$ cat src/rtl/alu_serial_negate_if.sv
// Handshake and data bundle for the bit-serial complement unit.
// The requester drives start/mode/a; the unit returns status and result.
interface alu_serial_negate_if #(
  parameter int WIDTH = 16
);
  logic             start;
  logic             mode;
  logic [WIDTH-1:0] a;
  logic             busy;
  logic             done;
  logic [WIDTH-1:0] result;
  logic             carry;
  logic             zero;
  logic             ovf;

  modport master (
    output start, mode, a,
    input  busy, done, result, carry, zero, ovf
  );

  modport slave (
    input  start, mode, a,
    output busy, done, result, carry, zero, ovf
  );
endinterface

$ cat src/rtl/alu_serial_negate.sv
// Bit-serial complement unit: ones' complement (mode=0) or two's complement
// negate (mode=1), one bit per clock, LSB first.
// The operand register doubles as the accumulator: every shift pushes the
// complemented bit in at the MSB, so after WIDTH shifts it holds the answer.
// Visible outputs are separate registers that only update on leaving DONE,
// so partial shift contents never reach the result port.
module alu_serial_negate #(
  parameter int WIDTH = 16
) (
  input  logic                  clk,
  input  logic                  rst_n,
  alu_serial_negate_if.slave    bus
);

  localparam int CNT_W = (WIDTH > 2) ? $clog2(WIDTH) : 1;
  localparam logic [WIDTH-1:0] MSB_ONLY = {1'b1, {(WIDTH-1){1'b0}}};
  localparam logic [CNT_W-1:0] LAST_CNT = CNT_W'(WIDTH - 1);

  typedef enum logic [1:0] {
    IDLE  = 2'd0,
    SHIFT = 2'd1,
    DONE  = 2'd2
  } state_t;

  state_t           state;
  state_t           state_next;

  logic [WIDTH-1:0] sreg;
  logic [CNT_W-1:0] cnt;
  logic             cy;
  logic             mode_q;
  logic             ovf_q;

  logic [WIDTH-1:0] result_q;
  logic             carry_q;
  logic             zero_q;
  logic             ovf_out_q;
  logic             done_q;

  logic             capture;
  logic             shift_en;
  logic             finish;
  logic             last_bit;
  logic             out_bit;

  assign last_bit = (cnt == LAST_CNT);
  assign out_bit  = ~sreg[0] ^ cy;

  // State register; reset aborts any operation in flight.
  always_ff @(posedge clk or negedge rst_n) begin
    if (!rst_n) begin
      state <= IDLE;
    end else begin
      state <= state_next;
    end
  end

  // Next-state decode and the per-state datapath strobes.
  always_comb begin
    state_next = state;
    capture    = 1'b0;
    shift_en   = 1'b0;
    finish     = 1'b0;
    case (state)
      IDLE: begin
        if (bus.start) begin
          capture    = 1'b1;
          state_next = SHIFT;
        end
      end
      SHIFT: begin
        shift_en = 1'b1;
        if (last_bit) begin
          state_next = DONE;
        end
      end
      DONE: begin
        finish     = 1'b1;
        state_next = IDLE;
      end
      default: begin
        state_next = IDLE;
      end
    endcase
  end

  // Operand capture and the serial complement/+1 chain; the counter holds at
  // its last value on the final shift so it never wraps.
  always_ff @(posedge clk or negedge rst_n) begin
    if (!rst_n) begin
      sreg   <= '0;
      cnt    <= '0;
      cy     <= 1'b0;
      mode_q <= 1'b0;
      ovf_q  <= 1'b0;
    end else if (capture) begin
      sreg   <= bus.a;
      cy     <= bus.mode;
      cnt    <= '0;
      mode_q <= bus.mode;
      ovf_q  <= bus.mode && (bus.a == MSB_ONLY);
    end else if (shift_en) begin
      sreg <= {out_bit, sreg[WIDTH-1:1]};
      cy   <= ~sreg[0] & cy;
      if (!last_bit) begin
        cnt <= cnt + 1'b1;
      end
    end
  end

  // Publish result and flags on leaving DONE, with a one-cycle done pulse.
  always_ff @(posedge clk or negedge rst_n) begin
    if (!rst_n) begin
      result_q  <= '0;
      carry_q   <= 1'b0;
      zero_q    <= 1'b0;
      ovf_out_q <= 1'b0;
      done_q    <= 1'b0;
    end else begin
      done_q <= finish;
      if (finish) begin
        result_q  <= sreg;
        carry_q   <= cy & mode_q;
        zero_q    <= (sreg == '0);
        ovf_out_q <= ovf_q;
      end
    end
  end

  assign bus.busy   = (state != IDLE);
  assign bus.done   = done_q;
  assign bus.result = result_q;
  assign bus.carry  = carry_q;
  assign bus.zero   = zero_q;
  assign bus.ovf    = ovf_out_q;

endmodule
$ cat src/flat_wrapper.sv
// flat-port wrapper written by rule: the top's interface ports become plain ports
module alu_serial_negate_flat 
#(
  parameter int WIDTH = 16
)
  (clk, rst_n, bus_start, bus_mode, bus_a, bus_busy, bus_done, bus_result, bus_carry, bus_zero, bus_ovf);
  alu_serial_negate_if #(.WIDTH(WIDTH)) bus_i ();
  input  logic clk;
  input  logic rst_n;
  input wire logic [$bits(bus_i.start)-1:0] bus_start;
  input wire logic [$bits(bus_i.mode)-1:0] bus_mode;
  input wire logic [$bits(bus_i.a)-1:0] bus_a;
  output wire logic [$bits(bus_i.busy)-1:0] bus_busy;
  output wire logic [$bits(bus_i.done)-1:0] bus_done;
  output wire logic [$bits(bus_i.result)-1:0] bus_result;
  output wire logic [$bits(bus_i.carry)-1:0] bus_carry;
  output wire logic [$bits(bus_i.zero)-1:0] bus_zero;
  output wire logic [$bits(bus_i.ovf)-1:0] bus_ovf;
  assign bus_i.start = bus_start;
  assign bus_i.mode = bus_mode;
  assign bus_i.a = bus_a;
  assign bus_busy = bus_i.busy;
  assign bus_done = bus_i.done;
  assign bus_result = bus_i.result;
  assign bus_carry = bus_i.carry;
  assign bus_zero = bus_i.zero;
  assign bus_ovf = bus_i.ovf;
  alu_serial_negate #(.WIDTH(WIDTH)) u_core (.clk(clk), .rst_n(rst_n), .bus(bus_i));
endmodule
$ cat config.mk
export PLATFORM = sky130hd
export DESIGN_NAME = alu_serial_negate_flat
export DESIGN_NICKNAME = d
export VERILOG_FILES = /design/src/rtl/alu_serial_negate_if.sv /design/src/rtl/alu_serial_negate.sv /design/src/flat_wrapper.sv
export SDC_FILE = /design/constraint.sdc
export NUM_CORES = 1
export LEC_CHECK = 0
export ABC_AREA = 0
export BUFFER_PORTS_ARGS = -buffer_cell sky130_fd_sc_hd__buf_4
export CORE_MARGIN = 2
export CORE_UTILIZATION = 46
export DETAILED_ROUTE_END_ITERATION = 10
export PLACE_DENSITY = 0.69
export REMOVE_ABC_BUFFERS = 1
export SKIP_CTS_REPAIR_TIMING = 1
export SYNTH_ARGS = -nofsm -noshare
export SYNTH_HDL_FRONTEND = slang
export SYNTH_SLANG_ARGS = --single-unit
export TNS_END_PERCENT = 5
$ cat constraint.sdc
create_clock -name clk -period 1.6 [get_ports clk]
set_input_delay 0.16 -clock clk [delete_from_list [all_inputs] [get_ports clk]]
set_output_delay 0.16 -clock clk [all_outputs]
set_load 0.02 [all_outputs]
# Word level (Yosys, flattened, before mapping)
# Cells that the tools add are included.
dict set report classes {
  bitwise_logic 4
  reduce_logical 7
  shift 0
  addsub 1
  multipliers 0
  eq_ne 7
  div_mod_pow 0
  magnitude_cmp 0
  n_mux 14
}
# operator count
set op_table {}
lappend op_table {{$mux W16} 2}
lappend op_table {{$eq A16 B16 Y1 const B} 1}
lappend op_table {{$logic_not A16 Y1} 1}
lappend op_table {{$mux W4} 3}
lappend op_table {{$mux W1} 6}
lappend op_table {{$add A4 B1 Y4 const B} 1}
lappend op_table {{$eq A4 B4 Y1 const B} 1}
lappend op_table {{$mux W2} 2}
lappend op_table {{$ne A2 B1 Y1 const B} 2}
lappend op_table {{$pmux W2 S2} 1}
lappend op_table {{$reduce_and A2 Y1} 2}
lappend op_table {{$reduce_bool A2 Y1} 2}
lappend op_table {{$and A1 B1 Y1} 2}
lappend op_table {{$eq A2 B1 Y1 const B} 1}
lappend op_table {{$eq A2 B2 Y1 const B} 1}
lappend op_table {{$logic_not A2 Y1} 1}
lappend op_table {{$ne A2 B2 Y1 const B} 1}
lappend op_table {{$logic_and A1 B1 Y1} 1}
lappend op_table {{$not A1 Y1} 1}
lappend op_table {{$xor A1 B1 Y1} 1}
dict set report totals {
  output_inout_bits 21
  romBits 0
  wordCells 44
  reg_bits 45
  mem_bits_rw 0
  mem_count 0
  latchBits 0
  input_bits 20
}

# Logic depth before layout (Yosys ltp)
dict set report logic_depth {
  ltp_word 4
  ltp_mapped 5
  mapped_depth_nobuf 4
}

# Worst setup path after synthesis
# No wires, ideal clock.
dict set report synth_path {
  path_type {register to register}
  start {register u_core.cnt[0]}
  end {register u_core.cnt[0]}
  setup_ns 0.077
  synth_period_minus_slack_ns 1.274
  arrival_time_ns 1.196
  setup_slack_ns 0.326
  t_required_ns 1.523
  path_stages_with_launch 5
  n_path_buf 0
  path_cell_list {dfrtp_1 -> ha_1 -> and3_1 -> or3_1 -> a21oi_1}
}
dict set report synth_via {
  elab_chain_cells 4
  word_cells_on_any_way 7
  classes_between {add/sub (1); eq/ne (2); mux (3); reduce/logical (1)}
}
# element line
set synth_rtl {}
lappend synth_rtl {{start: declaration} alu_serial_negate.sv:29} ;# logic [CNT_W-1:0] cnt;
lappend synth_rtl {{start signal: assignment} alu_serial_negate.sv:106} ;# cnt <= cnt + 1'b1;
lappend synth_rtl {{$add A4 B1 Y4} alu_serial_negate.sv:106}
lappend synth_rtl {{$mux W4} alu_serial_negate.sv:105} ;# if (!last_bit) begin
lappend synth_rtl {{$mux W4} alu_serial_negate.sv:102} ;# end else if (shift_en) begin
lappend synth_rtl {{$mux W4} alu_serial_negate.sv:96} ;# end else if (capture) begin
# Several ways; a longest one is shown, not always the timed one. The select of a mux whose other input is x is not followed.
# A chain may end at the register's enable or synchronous reset.

# Worst setup path in the final report
# Ends and elaborated chain as after synthesis.

==> impl_metrics.tcl <==
set metrics [dict create \
    worstSkewPairLatency_ns 0.29 \
    synth.distinct_cells 30 \
    dieArea_um2 4760 \
    worstPathCellList "ha_1, and3_1, or3_1, a21oi_1" \
    async_reset_ff_share_pct 100 \
    worstSetupEndpointType "flop" \
    yosysMostFrequentCell "dfrtp_1" \
    status "finished clean" \
    hpwl_mm 3.16 \
    period_needed_ns 1.41 \
    fin_crit_sh_pct 88.4 \
    route.detailed.drc 0 \
    core_area_um2 4030 \
    critPathSlowestCell "dfrtp_1" \
    clock_sinks 45 \
    drtPass1Iterations 4 \
    worstPathArrival_ns 1.63 \
    power.total_mw 4.27 \
    crit_path_max_fanout 5 \
    cts_buffers 5 \
    ys_ff_latch 45 \
    clk_pin_slew_ns 0.08 \
    netlist.area_leader.share_pct 58.0 \
    cts-htree-levels 2 \
    cp-start-kind "flop" \
    path_buf_inv 0 \
    fillers 335 \
    gp_congestion 0.815 \
    yosysSeqAreaShare_pct 58.0 \
    grtUsageTotal_pct 19.9 \
    die_y_um 69.0 \
    area_growth_pct 25.6 \
    io_buffer_count 40 \
    timing.clock.skew_ns 0.00700 \
    die_w_um 69.0 \
    relSlewSlack_pct 63.1 \
    synth_edf_count 0 \
    finalSetupViolCount 0 \
    grt_max_degree 46 \
    syn_area_um2 1940 \
    timing_worst_setup_path_type "flop to flop" \
    yosys.area.top_type "dfrtp_1" \
    clockBufferDepth 2 \
    worst_slew_pin_slew_ns 0.554 \
    synth_commonest_cells "45 x dfrtp_1, 41 x nand2_1, 16 x a22oi_1" \
    peakVddDrop_v 0.000753 \
    holdWs_ns 0.0920 \
    gr-total-overflow 0 \
    fin_nets 238 \
    slew_viol_final 0 \
    vias 1474 \
    final-hold-violation-count 0 \
    grt_setup_unrepaired "no" \
    p_leak_nw 1.25 \
    ios 41 \
    cts_tree "built" \
    synth_cells 169 \
    max_freq_mhz 707 \
    drive_gt1_share_pct 32.7 \
    drt-total-wl_mm 4.22 \
    drv_cap 0 \
    syn_area_per_cell_um2 11.5 \
    antenna_cells 0 \
    cts-root-buf "clkbuf_8" \
    synthFlopType "dfrtp_1" \
    avgViaCountPerCell 5.52 \
    initial_core_util_pct 48.2 \
    ys_warn_count 0 \
    drtAntennaViolNets 0 \
    hp-class "input port to flop" \
    critical_path.top_delay_family "simple AND/OR/NAND/NOR gates" \
    wl_per_cell_um 15.8 \
    antenna_found_initial 0 \
    critPathMaxStageDelay_ns 0.42 \
    first_global_vias 1472 \
    powerDensity_nw_per_um2 1750 \
    synthTopCellsByArea "dfrtp_1 58%, nand2_1 7.9%, mux2_4 7.7%" \
    rows 23 \
    grt_pass1_wl_mm 6.80 \
    required_ns 1.82 \
    dr.first_iter.drc_count 85 \
]
[worst reg2reg max path, stage by stage (launching register included)]
cell     delay [ns]
dfrtp_1        0.42
ha_1           0.25
and3_1         0.20
or3_1          0.33
a21oi_1        0.15
[sequential cells by signal (all words and copies together), names as in the netlist]
register / flops
u_core.bus.done: 1
u_core.bus.result: 16
u_core.bus.zero: 1
u_core.state: 2
u_core.mode_q: 1
u_core.cy: 1
u_core.ovf_q: 1
u_core.cnt: 4
u_core.sreg: 16
u_core.bus.ovf: 1
u_core.bus.carry: 1
[worst paths after layout]
check	slack, ns	cells past startpoint	endpoint	startpoint
max in group asynchronous	0.82	2	u_core.bus.result[0]	rst_n
hold / removal	0.09	3	u_core.sreg[12]	bus_a[12]
setup reg to reg	0.19	4	u_core.cnt[0]	u_core.cnt[0]
min in group asynchronous	0.40	2	u_core.cnt[0]	rst_n
hold reg to reg	0.48	2	u_core.bus.carry	u_core.bus.carry
setup / recovery	0.19	4	u_core.cnt[0]	u_core.cnt[0]
[where the power goes]
part	internal [mW]	switching, mW	total, mW
registers	1.56	0.380	1.94
logic	0.719	0.736	1.46
clock network	0.508	0.368	0.875
total	2.78	1.48	4.27
[layer usage]
| metal | wire length, um | vias to the layer above | global-route usage [%] |
|---|---|---|---|
| met2 | 2260 | 37 | 34.4 |
| met1 | 1760 | 732 | 24.5 |
| li1 | - | 698 | - |
| met5 | 0 | - | 0 |
| met3 | 131 | 7 | 3.90 |
| met4 | 61 | 0 | 7.60 |
[cell families (layout without fill, tap and decap cells)]
family	Yosys count	after routing	synth area share (%)
AND/OR/NAND/NOR	67	67	16.3
flip-flops	45	45	58.0
AO/OA/AOI/OAI	29	29	10.2
multiplexers	16	16	11.2
buffers and inverters	10	58	3.09
adder cells (fa/ha/maj)	2	2	1.29
[metrics by stage]
step | TNS, ns | utilization [%] | instance area [um2] | setup WS, ns | instances
global route | 0 | 60.6 | 2440 | 0.0706 | 267
global placement | 0 | 57.4 | 2310 | 0.295 | 258
detailed placement | 0 | 57.4 | 2310 | 0.213 | 258
CTS | 0 | 60.3 | 2430 | 0.198 | 266
finish | 0 | 60.6 | 2440 | 0.186 | 267
floorplan | -6.93 | - | 1890 | -0.439 | 161
[final cells by class]
| cell class | count | area (um2) | area share [%] |
|---|---|---|---|
| inverters | 2 | 7.51 | 0.308 |
| well taps | 50 | 62.6 | 2.56 |
| clock buffers | 6 | 82.6 | 3.38 |
| repair buffers | 48 | 363 | 14.9 |
| clock inverters | 2 | 37.5 | 1.54 |
| multi-input cells | 114 | 762 | 31.2 |
| flip-flops and latches | 45 | 1130 | 46.1 |
[cells in the final DEF, fill, tap and decap left out]
cell type      instances
or3b_1                 1
nand2_1               41
o21ai_1                1
o31ai_1                1
mux2_1                 3
nor3b_2                1
dfrtp_1               45
and3_1                 1
or3_1                  1
a22oi_1               16
nor2b_1                1
mux2_4                10
nor2_1                 1
nand3_1                5
nor4b_1                1
clkinvlp_4             1
buf_4                 47
and4b_1                1
clkbuf_8               6
or2_2                  1
o21ai_0                6
nand2b_1               2
bufinv_16              1
nor3_1                 1
nor4_1                 7
ha_1                   2
o21bai_2               1
inv_1                  2
nand4_1                2
mux2_2                 3
o311ai_1               1
dlygate4sd3_1          1
a21oi_1                3
Note: power is estimated with default switching activity, not from simulation.
